[src/rtl/sram_port_arbiter.sv]
// Round-robin arbiter for sram port 1 (M0 cpu, M1 dma) with bounded RMW lock and tagged read return.
// Grant is combinational; read data returns one cycle later. Define SRAM_ARB_STATS_EN for grant/stall counters.
`ifndef RAM_ADDR_BITS
`define RAM_ADDR_BITS 10
`endif

module sram_port_arbiter #(
  parameter int ADDR_BITS = `RAM_ADDR_BITS,
  parameter int LOCK_MAX  = 4
) (
  input  logic                 clk,
  input  logic                 rst_n,
  input  logic                 m0_req,
  input  logic                 m0_we,
  input  logic [ADDR_BITS-1:0] m0_addr,
  input  logic [3:0]           m0_byteen,
  input  logic [31:0]          m0_wdata,
  input  logic                 m0_lock,
  output logic                 m0_gnt,
  output logic                 m0_rvalid,
  output logic [31:0]          m0_rdata,
  input  logic                 m1_req,
  input  logic                 m1_we,
  input  logic [ADDR_BITS-1:0] m1_addr,
  input  logic [3:0]           m1_byteen,
  input  logic [31:0]          m1_wdata,
  input  logic                 m1_lock,
  output logic                 m1_gnt,
  output logic                 m1_rvalid,
  output logic [31:0]          m1_rdata,
  output logic [ADDR_BITS-1:0] sram_addr,
  output logic [3:0]           sram_byteen,
  output logic [31:0]          sram_data,
  output logic                 sram_wren,
  input  logic [31:0]          sram_q,
  output logic [31:0]          cnt_gnt0,
  output logic [31:0]          cnt_gnt1,
  output logic [31:0]          cnt_stall
);

  typedef enum logic [1:0] {IDLE, LOCKED0, LOCKED1} lock_state_t;

  localparam logic [3:0] LOCK_CNT_MAX = 4'(LOCK_MAX);

  lock_state_t state, state_nxt;
  logic [3:0]  lock_cnt, lock_cnt_nxt;
  logic        rr_last;
  logic        gnt0, gnt1;
  logic        held;

  logic        tag_vld;
  logic        tag_id;
  logic [3:0]  tag_be;
  logic [31:0] rd_mask;
  logic [31:0] rd_word;

  always_comb begin
    gnt0         = 1'b0;
    gnt1         = 1'b0;
    held         = 1'b0;
    state_nxt    = state;
    lock_cnt_nxt = lock_cnt;

    case (state)
      LOCKED0: begin
        if (m0_req && m0_lock) begin
          held = 1'b1;
          if (lock_cnt == LOCK_CNT_MAX && m1_req) begin
            gnt1         = 1'b1;
            state_nxt    = IDLE;
            lock_cnt_nxt = 4'd0;
          end else begin
            gnt0 = 1'b1;
            if (lock_cnt != LOCK_CNT_MAX) lock_cnt_nxt = lock_cnt + 4'd1;
          end
        end
      end
      LOCKED1: begin
        if (m1_req && m1_lock) begin
          held = 1'b1;
          if (lock_cnt == LOCK_CNT_MAX && m0_req) begin
            gnt0         = 1'b1;
            state_nxt    = IDLE;
            lock_cnt_nxt = 4'd0;
          end else begin
            gnt1 = 1'b1;
            if (lock_cnt != LOCK_CNT_MAX) lock_cnt_nxt = lock_cnt + 4'd1;
          end
        end
      end
      default: ;
    endcase

    // A dropped lock falls straight into round-robin in the same cycle.
    if (!held) begin
      state_nxt    = IDLE;
      lock_cnt_nxt = 4'd0;
      if (m0_req && (!m1_req || rr_last)) gnt0 = 1'b1;
      else if (m1_req)                    gnt1 = 1'b1;
      if (gnt0 && m0_lock) begin
        state_nxt    = LOCKED0;
        lock_cnt_nxt = 4'd1;
      end else if (gnt1 && m1_lock) begin
        state_nxt    = LOCKED1;
        lock_cnt_nxt = 4'd1;
      end
    end

    if (!rst_n) begin
      gnt0 = 1'b0;
      gnt1 = 1'b0;
    end
  end

  assign m0_gnt = gnt0;
  assign m1_gnt = gnt1;

  always_comb begin
    sram_addr   = '0;
    sram_byteen = 4'h0;
    sram_data   = 32'h0;
    sram_wren   = 1'b0;
    if (gnt0) begin
      sram_addr   = m0_addr;
      sram_byteen = m0_byteen;
      sram_data   = m0_wdata;
      sram_wren   = m0_we;
    end else if (gnt1) begin
      sram_addr   = m1_addr;
      sram_byteen = m1_byteen;
      sram_data   = m1_wdata;
      sram_wren   = m1_we;
    end
  end

  always_ff @(posedge clk or negedge rst_n) begin
    if (!rst_n) begin
      state    <= IDLE;
      lock_cnt <= 4'd0;
      rr_last  <= 1'b1;
      tag_vld  <= 1'b0;
      tag_id   <= 1'b0;
      tag_be   <= 4'h0;
    end else begin
      state    <= state_nxt;
      lock_cnt <= lock_cnt_nxt;
      if (gnt0 || gnt1) rr_last <= gnt1;
      tag_vld <= (gnt0 && !m0_we) || (gnt1 && !m1_we);
      tag_id  <= gnt1;
      tag_be  <= sram_byteen;
    end
  end

  // Lanes not enabled on the read are forced to zero, so byteen=0 returns 0.
  assign rd_mask = {{8{tag_be[3]}}, {8{tag_be[2]}}, {8{tag_be[1]}}, {8{tag_be[0]}}};
  assign rd_word = sram_q & rd_mask;

  assign m0_rvalid = tag_vld && !tag_id;
  assign m1_rvalid = tag_vld && tag_id;
  assign m0_rdata  = m0_rvalid ? rd_word : 32'h0;
  assign m1_rdata  = m1_rvalid ? rd_word : 32'h0;

`ifdef SRAM_ARB_STATS_EN
  logic [31:0] stat_gnt0, stat_gnt1, stat_stall;

  always_ff @(posedge clk or negedge rst_n) begin
    if (!rst_n) begin
      stat_gnt0  <= 32'h0;
      stat_gnt1  <= 32'h0;
      stat_stall <= 32'h0;
    end else begin
      if (gnt0) stat_gnt0 <= stat_gnt0 + 32'd1;
      if (gnt1) stat_gnt1 <= stat_gnt1 + 32'd1;
      if ((m0_req && !gnt0) || (m1_req && !gnt1)) stat_stall <= stat_stall + 32'd1;
    end
  end

  assign cnt_gnt0  = stat_gnt0;
  assign cnt_gnt1  = stat_gnt1;
  assign cnt_stall = stat_stall;
`else
  assign cnt_gnt0  = 32'h0;
  assign cnt_gnt1  = 32'h0;
  assign cnt_stall = 32'h0;
`endif

endmodule

[config.mk]
export PLATFORM = sky130hd
export DESIGN_NAME = sram_port_arbiter
export DESIGN_NICKNAME = d
export VERILOG_FILES = /design/src/rtl/sram_port_arbiter.sv
export SDC_FILE = /design/constraint.sdc
export NUM_CORES = 1
export LEC_CHECK = 0
export CAP_MARGIN = 20
export CORE_AREA = 2 2 132 134
export CTS_BUF_LIST = sky130_fd_sc_hd__clkbuf_4
export CTS_CLUSTER_SIZE = 40
export DETAILED_ROUTE_END_ITERATION = 8
export DIE_AREA = 0 0 134 136
export PLACE_DENSITY = 0.67
export SYNTH_ARGS = -nofsm -noshare
export SYNTH_HDL_FRONTEND = slang
export SYNTH_SLANG_ARGS = --single-unit
[constraint.sdc]
create_clock -name clk -period 6.22 [get_ports clk]
set_input_delay 1.244 -clock clk [delete_from_list [all_inputs] [get_ports clk]]
set_output_delay 1.244 -clock clk [all_outputs]
set_load 0.01 [all_outputs]
After elaboration in Yosys (flattened, before gate mapping). Index checks and enable logic that the tools add are counted. W data, S select, Z words.

Add/subtract/negate cells: 1. Eq/ne operators: 9. Muxes and demuxes: 49. Reductions and logical operators: 20. Bitwise operators: 1.

Operators by type and width (number): $mux W32 (4); $and A32 B32 Y32 (1); $mux W4 (8); $mux W1 (23); $mux W10 (2); $mux W2 (7); $ne A3 B3 Y1 const B (4); $logic_and A1 B1 Y1 (11); $pmux W4 S2 (1); $pmux W1 S2 (3); $reduce_and A5 Y1 (1); $add A4 B1 Y4 const B (1); $eq A4 B3 Y1 const B (1); $logic_not A1 Y1 (4); $ne A4 B3 Y1 const B (1); $pmux W2 S2 (1); $logic_or A1 B1 Y1 (3); $ne A3 B1 Y1 const B (1); $reduce_and A3 Y1 (1); $eq A2 B1 Y1 const B (1); $eq A2 B2 Y1 const B (1).

Input bits: 132. Output and inout bits: 211. Word-level logic and storage cells: 86. Register bits: 13.

Depth between registers and ports, before layout.
Depth in word-level cells: 12. Mapped depth: 8. Mapped depth without buffers: 6.

Least setup slack after synthesis. No wires, ideal clock.

Kind: input -> output. Start point: input m1_lock. End point: output sram_byteen[2]. Stages: 6. Path slack: 2.553 ns. Required time: 4.976 ns. Data arrival time: 2.423 ns. Buffers on the path: 2. Path through: and3_4 -> o21ai_2 -> a22oi_1 -> buf_2 -> buf_6 -> o32ai_2.

Longest elaborated chain between the ends: 10. Elaborated cells on any way between the ends: 18. Classes of those cells: mux: 17; reduce/logical: 1.

RTL lines: from (decl) (RTL line 27) `input logic m1_lock,`; $logic_and A1 B1 Y1 (*) (RTL line 79) `if (m1_req && m1_lock) begin`; $mux W1 (RTL line 79); $pmux W1 S2 (RTL line 64) `case (state)`; $mux W1 (RTL line 99) `else if (m1_req) gnt1 = 1'b1;`; $mux W1 (RTL line 98) `if (m0_req && (!m1_req || rr_last)) gnt0 = 1'b1;`; $mux W1 (2 in a row) (RTL line 95) `if (!held) begin`; $mux W1 (RTL line 109) `if (!rst_n) begin`; $mux W4 (RTL line 128) `end else if (gnt1) begin`; $mux W4 (*) (RTL line 123) `if (gnt0) begin`; to (decl) (RTL line 32) `output logic [3:0] sram_byteen,`.

Mark *: on every way between the ends. The rest lies on a longest branch, timed or not. The select of a mux whose other input is x is not followed.

Final worst setup path.
Start point: input m1_req. End point: output sram_byteen[1].

Longest elaborated chain between the ends: 11. Elaborated cells on any way between the ends: 26. Classes of those cells: mux: 21; reduce/logical: 5.

RTL lines: from (decl) (RTL line 22) `input logic m1_req,`; $logic_and A1 B1 Y1 (RTL line 68) `if (lock_cnt == LOCK_CNT_MAX && m1_req) begin`; $mux W1 (RTL line 68); $mux W1 (RTL line 66) `if (m0_req && m0_lock) begin`; $pmux W1 S2 (RTL line 64); $mux W1 (RTL line 99); $mux W1 (RTL line 98); $mux W1 (2 in a row) (RTL line 95); $mux W1 (RTL line 109); $mux W4 (RTL line 128); $mux W4 (*) (RTL line 123).

Marks and branches as above.

==> metrics.cfg <==
[critical_path]
cpMaxStageDelayCell=clkdlybuf4s50_1
cp_num_buf_inv=3
critPathMaxFanout=21
worstPathRequired_ns=4.98
path_cells=clkdlybuf4s50_1 > nand4b_1 > a32oi_1 > o32a_2 > buf_4 > o32ai_2 > clkdlybuf4s50_1
worstPathArrival_ns=4.07
crit_family=buffers and inverters
end_kind=primary output
crit_top_cell=clkdlybuf4s50_1
cpPeakStageDelay_ns=0.62
worst-setup-path-type=in -> out
crit_path_start_kind=input pin

[synth]
ys_ff_latch=13
avgSynthCellArea_um2=6.800
postSynth.asyncResetShare_pct=100.0
synth_compound_area_share_pct=26.87
synth-seq-area-share_pct=10.94
synth_cell_types=39
synth-edff-count=0
synth_top_area_share_pct=24.14
synthSimpleGateAreaFrac_pct=22.59
synth_cells=439
synthTopCellsByArea=buf_4, o32ai_2, nand2_1, dfrtp_1, nor2_1
synthesis.area_um2=2985
synthXorXnorAreaFrac_pct=0
synth_top_area_cell=buf_4
synth_commonest_cells=buf_4, nand2_1, nor2_1
synthAdderAreaFrac_pct=1.676
synth_mux_area_share_pct=0.6706
post-synth-top-count-cell=buf_4
synth_top_family_by_area=buffers and inverters
ys_warn_count=0
synth_top_flop_cell=dfrtp_1

[placement]
place_area_um2=5280
io_buffers=246
gp_congestion=0.8194
dp_hpwl_mm=9.795

[clock_tree]
cts_setup_buffers=0
cts-root-buf=clkbuf_4
clk_pin_slew_ns=0.09
insertion_delay_ns=0.30
clk_path_buf_depth=2
post_cts_resized=0
hold_buffers=0
cts_sinks=13
cts_buffers=3
htreeDepth=1
cts_tree=done

[power_and_ir_drop]
clkPwrFrac_pct=12.1
p_switching_w=0.0002054
internal_power_w=0.0002854
combPwrFrac_pct=67.0
total_leakage_power_nw=2.161
ir_worst_vdd_v=0.00007937
sequentialPowerShare_pct=20.8
p_sw_share_pct=41.85
finalPower_w=0.0004907
power_density_nw_per_um2=92.42

[sta]
setup_viol=0
hold_viol=0
slew_headroom_pct=34.82
worst_hold_slack_ns=0.4963
drv_slew=0
worst_pin_slew_ns=0.9777
fmax_mhz=188.3
fin_crit_ns=5.311
setup_tns_ns=0
min_period_over_period_pct=85.38
skew_ns=0.01321
rsz0062_at_grt=false

[die]
start_util_pct=17.69
io_pins=343
std_cell_rows=48
dieArea_um2=18220
die_h_um=136
design.core.area_um2=16880
die_w_um=134

[finish]
layout-drive-gt1-share_pct=7.530
syn_to_final_growth_pct=77.87
fin_util_pct=31.47
final_cell_area_um2=5310
nets=801
fill_cells=1777

[outcome]
outcome=completed

[global_routing]
grt_pass1_wl_mm=17.02
grt_usage_pct=11.92
use_met2_pct=22.54
grt_use_met3_pct=2.498
busiest_layer=met2
grt_pass1_vias=3115
grtUsageMet1_pct=13.63
antenna_found_initial=1
overflow=0
grt_max_degree=62

[job]
drv_cap=0

[drt]
antenna_left=0
drc=0
routed_via_density=3.867
dr.pass1.iters=4
wl_mm=11.87
vias=3442
drtIter0Drc=83
routedWlPerCell_um=13.33

[hold_path]
hp-class=reg -> reg

power by group through the flow:
| stage | registers, W | clock network [W] | logic (W) |
|---|---|---|---|
| after floorplan | 0.0000958 | 0 | 0.000209 |
| after global placement | 0.000104 | 0 | 0.000329 |
| after detailed placement | 0.000104 | 0 | 0.000330 |
| after CTS | 0.000103 | 0.0000650 | 0.000331 |
| after global routing | 0.000104 | 0.0000673 | 0.000357 |
| final | 0.000102 | 0.0000596 | 0.000329 |
cells in the final DEF (no fill, tap or decap), types with 2 or more instances in the layout:
master and instances:
nand3_1 4, clkbuf_4 3, o2bb2ai_1 2, clkdlybuf4s50_1 245, nor2_1 67, dfrtp_1 12
buf_4 5, o21ai_0 3, o22ai_1 2, nand2b_1 2, mux2i_1 2, o32ai_1 18
a21oi_1 2, o32ai_2 30, inv_1 55, ha_1 4, a32oi_1 3, conb_1 96
buf_12 2, nand4b_1 2, nand2_1 85
state kept, by name, indices dropped and copies added (netlist names):
name / flops
lock_cnt: 4
tag_be: 4
tag_vld: 1
tag_id: 1
state: 2
rr_last: 1
metrics by stage:
stage | instances | setup slack [ns]
after global routing | 890 | 0.7150
after detailed placement | 885 | 0.9229
after floorplan | 534 | 2.553
after CTS | 889 | 0.9141
final | 890 | 0.9094
after global placement | 885 | 0.9734
worst paths after layout:
path                                          from                       to  slack (ns)  cells past startpoint
hold / removal                 rr_last$_DFFE_PN1P_      rr_last$_DFFE_PN1P_        0.50                      1
setup / recovery                            m1_req           sram_byteen[1]        0.91                      7
setup reg to reg           lock_cnt[0]$_DFFE_PN0P_      tag_be[1]$_DFF_PN0_        3.70                      7
max in group asynchronous                    rst_n  lock_cnt[1]$_DFFE_PN0P_        4.70                      2
min in group asynchronous                    rst_n     state[1]$_DFFE_PN0P_        1.08                      2
hold reg to reg                rr_last$_DFFE_PN1P_      rr_last$_DFFE_PN1P_        0.50                      1
metal layers:
layer  wire (um)  share of wire, %
met2        6256                53
met4         111              0.94
met5           0                 0
met1        4572                39
met3         927               7.8
final cells by class:
cell class	count	area [um2]	share of cell area, %
clock inverter	1	5.005	0.09425
sequential	13	326.6	6.150
antenna	1	2.502	0.04713
clock buffer	3	22.52	0.4241
tap	225	281.5	5.302
timing repair buffer	253	2535	47.74
multi-input combinational	338	1927	36.29
inverter	56	210.2	3.959
cells by family after synthesis:
group / Yosys count
buffers and inverters: 183
and+or+nand+nor: 167
AOI/OAI and AO/OA: 69
DFF: 13
adders and majority gates: 4
muxes: 2
other: 1
Power figures use the tool's default switching activity.
